$ cat src/rtl/fp_norm_round_if.sv
// Handshake and data bundle between the FP multiplier datapath and fp_norm_round.
// master drives the request side, slave is the normalise/round stage.
interface fp_norm_round_if #(
    parameter int EXP_W  = 10,
    parameter int MANT_W = 24
);
    logic                     start;
    logic                     sign_in;
    logic signed [EXP_W-1:0]  exp_in;
    logic [2*MANT_W-1:0]      prod_in;
    logic                     nan_in;
    logic                     inf_in;
    logic                     zero_in;
    logic [31:0]              result;
    logic                     done;
    logic                     busy;
    logic                     overflow;
    logic                     underflow;
    logic                     inexact;

    modport master (
        output start, sign_in, exp_in, prod_in, nan_in, inf_in, zero_in,
        input  result, done, busy, overflow, underflow, inexact
    );

    modport slave (
        input  start, sign_in, exp_in, prod_in, nan_in, inf_in, zero_in,
        output result, done, busy, overflow, underflow, inexact
    );
endinterface

$ cat src/rtl/fp_norm_round.sv
// Post-multiply normalise / round / range-check / pack stage of the FP32 multiplier.
// FP_RNE_EN defined: round-to-nearest-even; undefined: truncate (inexact still reported).
module fp_norm_round #(
    parameter int EXP_W  = 10,
    parameter int MANT_W = 24
) (
    input  logic          clk,
    input  logic          rst_n,
    fp_norm_round_if.slave bus
);
    localparam int PW = 2 * MANT_W;

    localparam logic [1:0] S_IDLE  = 2'd0;
    localparam logic [1:0] S_NORM  = 2'd1;
    localparam logic [1:0] S_ROUND = 2'd2;
    localparam logic [1:0] S_PACK  = 2'd3;

    localparam logic signed [EXP_W-1:0] EXP_ONE  = EXP_W'(1);
    localparam logic signed [EXP_W-1:0] EXP_SAT  = EXP_W'(255);
    localparam logic signed [EXP_W-1:0] EXP_ZERO = '0;

    logic [1:0]              state_q, state_d;
    logic                    sign_q, sign_d;
    logic signed [EXP_W-1:0] exp_q, exp_d;
    logic [PW-1:0]           prod_q, prod_d;
    logic                    nan_q, nan_d;
    logic                    inf_q, inf_d;
    logic                    zero_q, zero_d;
    logic [MANT_W-1:0]       mant_q, mant_d;
    logic                    g_q, g_d;
    logic                    s_q, s_d;
    logic                    rnd_inx_q, rnd_inx_d;
    logic [31:0]             result_q, result_d;
    logic                    done_q, done_d;
    logic                    ovf_q, ovf_d;
    logic                    unf_q, unf_d;
    logic                    inexact_q, inexact_d;

    logic                    inc;
    logic [MANT_W:0]         sum;

`ifdef FP_RNE_EN
    assign inc = g_q & (s_q | mant_q[0]);
`else
    assign inc = 1'b0;
`endif
    assign sum = {1'b0, mant_q} + {{MANT_W{1'b0}}, inc};

    always_comb begin
        state_d   = state_q;
        sign_d    = sign_q;
        exp_d     = exp_q;
        prod_d    = prod_q;
        nan_d     = nan_q;
        inf_d     = inf_q;
        zero_d    = zero_q;
        mant_d    = mant_q;
        g_d       = g_q;
        s_d       = s_q;
        rnd_inx_d = rnd_inx_q;
        result_d  = result_q;
        done_d    = 1'b0;
        ovf_d     = ovf_q;
        unf_d     = unf_q;
        inexact_d = inexact_q;

        case (state_q)
            S_IDLE: begin
                if (bus.start) begin
                    sign_d  = bus.sign_in;
                    exp_d   = bus.exp_in;
                    prod_d  = bus.prod_in;
                    nan_d   = bus.nan_in;
                    inf_d   = bus.inf_in;
                    zero_d  = bus.zero_in;
                    state_d = S_NORM;
                end
            end
            S_NORM: begin
                if (prod_q[PW-1]) begin
                    mant_d = prod_q[PW-1:MANT_W];
                    g_d    = prod_q[MANT_W-1];
                    s_d    = |prod_q[MANT_W-2:0];
                    exp_d  = exp_q + EXP_ONE;
                end else begin
                    mant_d = prod_q[PW-2:MANT_W-1];
                    g_d    = prod_q[MANT_W-2];
                    s_d    = |prod_q[MANT_W-3:0];
                end
                state_d = S_ROUND;
            end
            S_ROUND: begin
                // Rounding all-ones up carries out: renormalise to 1.0 and bump the exponent.
                if (sum[MANT_W]) begin
                    mant_d = {1'b1, {(MANT_W-1){1'b0}}};
                    exp_d  = exp_q + EXP_ONE;
                end else begin
                    mant_d = sum[MANT_W-1:0];
                end
                rnd_inx_d = g_q | s_q;
                state_d   = S_PACK;
            end
            default: begin
                ovf_d     = 1'b0;
                unf_d     = 1'b0;
                inexact_d = 1'b0;
                if (nan_q) begin
                    result_d = 32'h7FC0_0000;
                end else if (inf_q) begin
                    result_d = {sign_q, 8'hFF, 23'd0};
                end else if (zero_q) begin
                    result_d = {sign_q, 31'd0};
                end else if (exp_q >= EXP_SAT) begin
                    result_d  = {sign_q, 8'hFF, 23'd0};
                    ovf_d     = 1'b1;
                    inexact_d = 1'b1;
                end else if (exp_q <= EXP_ZERO) begin
                    result_d  = {sign_q, 31'd0};
                    unf_d     = 1'b1;
                    inexact_d = 1'b1;
                end else begin
                    result_d  = {sign_q, exp_q[7:0], mant_q[MANT_W-2:0]};
                    inexact_d = rnd_inx_q;
                end
                done_d  = 1'b1;
                state_d = S_IDLE;
            end
        endcase
    end

    always_ff @(posedge clk or negedge rst_n) begin
        if (!rst_n) begin
            state_q   <= S_IDLE;
            sign_q    <= 1'b0;
            exp_q     <= '0;
            prod_q    <= '0;
            nan_q     <= 1'b0;
            inf_q     <= 1'b0;
            zero_q    <= 1'b0;
            mant_q    <= '0;
            g_q       <= 1'b0;
            s_q       <= 1'b0;
            rnd_inx_q <= 1'b0;
            result_q  <= '0;
            done_q    <= 1'b0;
            ovf_q     <= 1'b0;
            unf_q     <= 1'b0;
            inexact_q <= 1'b0;
        end else begin
            state_q   <= state_d;
            sign_q    <= sign_d;
            exp_q     <= exp_d;
            prod_q    <= prod_d;
            nan_q     <= nan_d;
            inf_q     <= inf_d;
            zero_q    <= zero_d;
            mant_q    <= mant_d;
            g_q       <= g_d;
            s_q       <= s_d;
            rnd_inx_q <= rnd_inx_d;
            result_q  <= result_d;
            done_q    <= done_d;
            ovf_q     <= ovf_d;
            unf_q     <= unf_d;
            inexact_q <= inexact_d;
        end
    end

    assign bus.result    = result_q;
    assign bus.done      = done_q;
    assign bus.busy      = (state_q != S_IDLE);
    assign bus.overflow  = ovf_q;
    assign bus.underflow = unf_q;
    assign bus.inexact   = inexact_q;
endmodule

$ cat src/flat_wrapper.sv
// flat-port wrapper written by rule: the top's interface ports become plain ports
module fp_norm_round_flat 
#(
    parameter int EXP_W  = 10,
    parameter int MANT_W = 24
)
  (clk, rst_n, bus_start, bus_sign_in, bus_exp_in, bus_prod_in, bus_nan_in, bus_inf_in, bus_zero_in, bus_result, bus_done, bus_busy, bus_overflow, bus_underflow, bus_inexact);
  fp_norm_round_if #(.EXP_W(EXP_W), .MANT_W(MANT_W)) bus_i ();
  input  logic clk;
  input  logic rst_n;
  input wire logic [$bits(bus_i.start)-1:0] bus_start;
  input wire logic [$bits(bus_i.sign_in)-1:0] bus_sign_in;
  input wire logic [$bits(bus_i.exp_in)-1:0] bus_exp_in;
  input wire logic [$bits(bus_i.prod_in)-1:0] bus_prod_in;
  input wire logic [$bits(bus_i.nan_in)-1:0] bus_nan_in;
  input wire logic [$bits(bus_i.inf_in)-1:0] bus_inf_in;
  input wire logic [$bits(bus_i.zero_in)-1:0] bus_zero_in;
  output wire logic [$bits(bus_i.result)-1:0] bus_result;
  output wire logic [$bits(bus_i.done)-1:0] bus_done;
  output wire logic [$bits(bus_i.busy)-1:0] bus_busy;
  output wire logic [$bits(bus_i.overflow)-1:0] bus_overflow;
  output wire logic [$bits(bus_i.underflow)-1:0] bus_underflow;
  output wire logic [$bits(bus_i.inexact)-1:0] bus_inexact;
  assign bus_i.start = bus_start;
  assign bus_i.sign_in = bus_sign_in;
  assign bus_i.exp_in = bus_exp_in;
  assign bus_i.prod_in = bus_prod_in;
  assign bus_i.nan_in = bus_nan_in;
  assign bus_i.inf_in = bus_inf_in;
  assign bus_i.zero_in = bus_zero_in;
  assign bus_result = bus_i.result;
  assign bus_done = bus_i.done;
  assign bus_busy = bus_i.busy;
  assign bus_overflow = bus_i.overflow;
  assign bus_underflow = bus_i.underflow;
  assign bus_inexact = bus_i.inexact;
  fp_norm_round #(.EXP_W(EXP_W), .MANT_W(MANT_W)) u_core (.clk(clk), .rst_n(rst_n), .bus(bus_i));
endmodule
$ cat config.mk
export PLATFORM = sky130hd
export DESIGN_NAME = fp_norm_round_flat
export DESIGN_NICKNAME = d
export VERILOG_FILES = /design/src/rtl/fp_norm_round_if.sv /design/src/rtl/fp_norm_round.sv /design/src/flat_wrapper.sv
export SDC_FILE = /design/constraint.sdc
export NUM_CORES = 1
export LEC_CHECK = 0
export CAP_MARGIN = 20
export CORE_MARGIN = 2
export CORE_UTILIZATION = 35
export DETAILED_ROUTE_END_ITERATION = 12
export MAX_ROUTING_LAYER = met4
export PLACE_DENSITY = 0.54
export REMOVE_ABC_BUFFERS = 1
export SLEW_MARGIN = 40
export SYNTH_ARGS = -nofsm -noshare
export SYNTH_HDL_FRONTEND = slang
export SYNTH_SLANG_ARGS = --single-unit
$ cat constraint.sdc
create_clock -name clk -period 2.7 [get_ports clk]
set_input_delay 0.81 -clock clk [delete_from_list [all_inputs] [get_ports clk]]
set_output_delay 0.81 -clock clk [all_outputs]
set_load 0.005 [all_outputs]
== Word level (Yosys, flattened, before mapping) ==
Cells that the tools add are included.
Storage, ports and cells
  flip-flop bits (word level): 126
  bits of input ports: 65
  output and inout port bits: 37
  logic and storage cells: 60
Operators by class
  add/subtract/negate cells: 1
  $lt $le $gt $ge: 2
  equal/unequal tests: 4
  multiplexer cells: 28
  bitwise gates (word level): 1
  reduce and logical (&&, ||, !) cells: 8
Operator list (count)
  31-bit 2-to-1 mux: 4
  32-bit 2-to-1 mux: 1
  23-bit 2-to-1 mux: 1
  23-bit OR reduction: 1
  22-bit OR reduction: 1
  10-bit 2-to-1 mux: 2
  10-bit one-hot mux with 2 select lines: 1
  1-bit 2-to-1 mux: 17
  10-bit by 2-bit adder with 10-bit output, second input constant: 1
  10-bit by 9-bit greater-or-equal comparator with 1-bit output, second input constant: 1
  10-bit by 1-bit less-or-equal comparator with 1-bit output, second input constant: 1
  2-bit one-hot mux with 3 select lines: 1
  2-bit nonzero test: 2
  3-bit AND reduction: 1
  3-bit OR reduction: 1
  2-bit by 1-bit == test with 1-bit output, second input constant: 1
  2-bit == test, second input constant: 1
  2-bit zero test: 1
  2-bit 2-to-1 mux: 1
  2-bit by 1-bit != test with 1-bit output, second input constant: 1
  2-bit != test, second input constant: 1
  2-bit AND reduction: 1
  1-bit bitwise OR: 1

== Logic depth before layout (Yosys ltp) ==
  depth after elaboration: 6
  depth in mapped cells: 7
  depth with buffers taken out: 6

== Worst setup path before layout ==
No wires, ideal clock.
  kind: input-to-reg
  from: input port bus_start
  to: register u_core.prod_q[10]
  arrival: 1.653 ns
  data required time: 2.573 ns
  path slack: 0.919 ns
  stages on the path: 3
  cells stage by stage: nand2_1 > buf_1 > mux2_1
On the way
  longest elaborated chain between the ends: 1
Ends and longest elaborated chain
  start: declaration: line flat_wrapper.sv:11  | input wire logic [$bits(bus_i.start)-1:0] bus_start;
  2-bit AND reduction (no source line)
  end signal: assignment: line fp_norm_round.sv:153  | prod_q <= prod_d;
  end: declaration: line fp_norm_round.sv:25  | logic [PW-1:0] prod_q, prod_d;
Every way passes these cells.
A chain may end at the register's enable or synchronous reset.

== Worst setup path after layout ==
  from: register u_core.state_q[0]
  to: output port bus_busy
On the way
  longest elaborated chain between the ends: 1
Ends and longest elaborated chain
  start: declaration: line fp_norm_round.sv:22  | logic [1:0] state_q, state_d;
  start signal: assignment: line fp_norm_round.sv:150  | state_q <= state_d;
  2-bit nonzero test: line fp_norm_round.sv:171  | assign bus.busy = (state_q != S_IDLE);
  end: declaration: line flat_wrapper.sv:20  | output wire logic [$bits(bus_i.busy)-1:0] bus_busy;
Every way passes these cells.

==> summary.md <==
| Metric | Value |
|---|---|
| Core Rows | `45` |
| Routed WL | `11640 um` |
| CTS H-tree depth | `4` |
| Worst setup margin | `between 0.15 and 0.2 ns` |
| Outcome | `finished clean` |
| Reg-to-Reg Start | `u_core.state_q[0]` |
| Most used cell, CP | `inv_1` |
| Initial Util | `between 30% and 40%` |
| Layout net count | `between 600 and 700` |
| Actual slew at the worst max-slew pin | `0.5569 ns` |
| Critical Path Source Type | `register` |
| Commonest non-fill, non-tap cell in the layout | `dfrtp_1` |
| Reg-to-reg endpoint | `u_core.bus.result[20]` |
| PwrDens | `1132 nW/um^2` |
| Vias/cell | `approximately 5.0` |
| TritonRoute pass-1 iters | `6` |
| Largest net degree at the start of global routing | `49` |
| R2R cell count | `6` |
| Max Slew Vio Count | `0` |
| Routed length per placed instance | `about 16 um` |
| Vias in the first global route | `~3900` |
| Synth top area cells | `dfrtp_1 59%, mux2_1 11%, mux2i_1 4.9%, a21oi_1 4.0%, a22o_1 3.6%` |
| Syn Area/Cell | `12.43 um^2` |
| WP buf/inv | `3` |
| Skew-Pair Late Insertion Delay | `about 0.41 ns` |
| Core box area | `15030 um^2` |
| Post-synth ARST share | `100.0%` |
| Crit-path cells | `inv_1 > ha_1 > inv_1 > clkdlybuf4s50_1` |
| RSZ-0062 raised after global routing | `no` |
| GR Util All Layers | `16.18%` |
| # DRC | `0` |
| Final hold vios | `0` |
| Worst Path Max Fanout | `6` |
| Pleak | `approximately 3.0 nW` |
| Layout area overhead | `34.05%` |
| Place WS | `0.3922 ns` |
| Worst setup EP type | `output port` |
| # diodes | `0` |
| Post-CTS resize count | `0` |
| Critical path arrival | `1.73 ns` |
| Cell Area, Placed | `about 6600 um^2` |
| Post-Syn Area | `5320 um^2` |
| Clk root buf | `clkbuf_16` |
| Share of layout cells above drive strength 1 | `9.158%` |
| YS warnings | `0` |
| Achievable Freq | `approximately 0.39 GHz` |
| Tmin final | `between 2 and 3 ns` |
| Setup bufs post-CTS | `0` |
| Max Buffers Root-to-Sink | `2` |
| Clk_skew | `around 0.006 ns` |
| Power after layout | `roughly 8 mW` |
| WP data required | `1.89 ns` |
| Synth Instances | `around 430` |
| # clock sinks | `between 100 and 150` |
| Seq/Total Area, Yosys | `between 50% and 60%` |
| Max-Cap Viols | `0` |
| Worst VDD drop | `approximately 480 uV` |
| IO buf count | `101` |
| CTS tree | `built` |
| First-pass GRT wire length | `approximately 20000 um` |
| Fillcell total | `around 1300` |
| Vias | `3680` |
| Hold WC Path Type | `input port to async pin` |
| Initial antenna violation count | `0` |
| Rel. slew slack | `62.71%` |
| Area leader, netlist | `dfrtp_1` |
| Post-route cell area | `7132 um^2` |
| Die height | `about 130 um` |
| IO Count | `102` |
| TritonCTS buffer count | `17` |
| Synth cell types | `43` |
| CP max stage delay | `0.49 ns` |
| Most frequent cells in the layout | `126 x dfrtp_1, 100 x clkdlybuf4s50_1, 52 x mux2_1` |
| Top_reg_cell synth | `dfrtp_1` |
| Worst path top cell family by delay | `buffers and inverters` |
| Tcrit/Tclk final | `between 90% and 100%` |
| Global route overflow | `0` |
| Final HPWL DP | `between 7000 and 8000 um` |
| Final setup viols | `0` |
| Die area | `roughly 16000 um^2` |
| Post-CTS Hold Buffers | `0` |
| RePlAce Congestion | `0.7871` |
| 1st-iter DRT viols | `175` |
| Reg clk slew, reported paths | `0.05 ns` |
| Flop2flop setup slack | `slightly below 0.7 ns` |
| Number of flops mapped to enable cells by yosys | `0` |
| Die width | `roughly 130 um` |
| Synth top area share | `59.27%` |
| CP Class | `register to output port` |
| Antenna viol nets, final | `0` |
| Flops & latches, synth | `around 130` |
| CP max stage cell | `clkdlybuf4s50_1` |
cell type report:
| cell class | instances | area, um^2 | share of cell area [%] |
|---|---|---|---|
| multi-input cells | 270 | 2026 | 28.40 |
| clock inverters | 7 | 65.06 | 0.9123 |
| flip-flops and latches | 126 | 3153 | 44.21 |
| repair buffers | 113 | 1149 | 16.11 |
| clock buffers | 22 | 474.2 | 6.649 |
| inverters | 8 | 30.03 | 0.4211 |
| well taps | 188 | 235.2 | 3.298 |
cell usage after synthesis (3+ instances only):
cell / n
nand4_1: 4
ha_1: 6
nand3_1: 4
nor4_1: 5
mux2i_1: 26
o2bb2ai_1: 3
nand2b_1: 3
a31oi_1: 3
inv_1: 7
o21ai_1: 4
nor2_1: 38
buf_1: 9
a21oi_1: 42
mux2_1: 52
o22a_1: 3
a22o_1: 22
o22ai_1: 4
a2bb2oi_1: 4
dfrtp_1: 126
o21ai_0: 12
buf_2: 9
clkbuf_1: 4
nand2_1: 16
per-layer routing:
metal  up-vias  track usage (%)  wire (um)
met5         -                -          0
met4         0            6.464        240
met3        20            3.685        461
met2        86            25.64       5631
met1      1819            20.23       5310
li1       1755                -          -
through the flow:
| stage | setup TNS [ns] | std cells | utilization (%) | hold WS, ns |
|---|---|---|---|---|
| floorplan | -0.07435 | 404 | - | 0.4642 |
| CTS | 0 | 734 | 47.44 | 0.3761 |
| finish | 0 | 734 | 47.44 | 0.3719 |
| detailed placement | 0 | 705 | 43.85 | 0.4812 |
| global route | 0 | 734 | 47.44 | 0.3956 |
| global placement | 0 | 705 | 43.85 | 0.4741 |
sequential cells by signal (all words and copies together), names as in the netlist, 2 cells and up:
| register | flops |
|---|---|
| u_core.prod_q | 48 |
| u_core.bus.result | 32 |
| u_core.mant_q | 23 |
| u_core.exp_q | 10 |
| u_core.state_q | 2 |
logic make-up after synthesis:
kind of cell             after synthesis  share of synthesized area, %
AO/OA/AOI/OAI                        104                         12.86
adder cells (fa/ha/maj)                6                         1.411
buffers and inverters                 32                         2.751
flip-flops                           126                         59.27
multiplexers                          79                         16.11
AND/OR/NAND/NOR                       81                         7.597
power by group:
part	internal, mW	switching (mW)
sequential	2.71	0.608
clock	1.31	0.773
combinational	1.38	1.29
total	5.41	2.67
worst max path at each step:
| stage | start | to | slack, ns | depth (start not counted) |
|---|---|---|---|---|
| floorplan | u_core.state_q[1] | u_core.exp_q[7] | -0.03 | 5 |
| global placement | bus_start | u_core.exp_q[2] | 0.45 | 5 |
| detailed placement | bus_start | u_core.exp_q[2] | 0.39 | 5 |
| CTS | u_core.state_q[0] | bus_busy | 0.13 | 4 |
| global route | u_core.state_q[0] | bus_busy | 0.03 | 4 |
| finish | u_core.state_q[0] | bus_busy | 0.16 | 4 |
(Power assumes the default switching activity.)
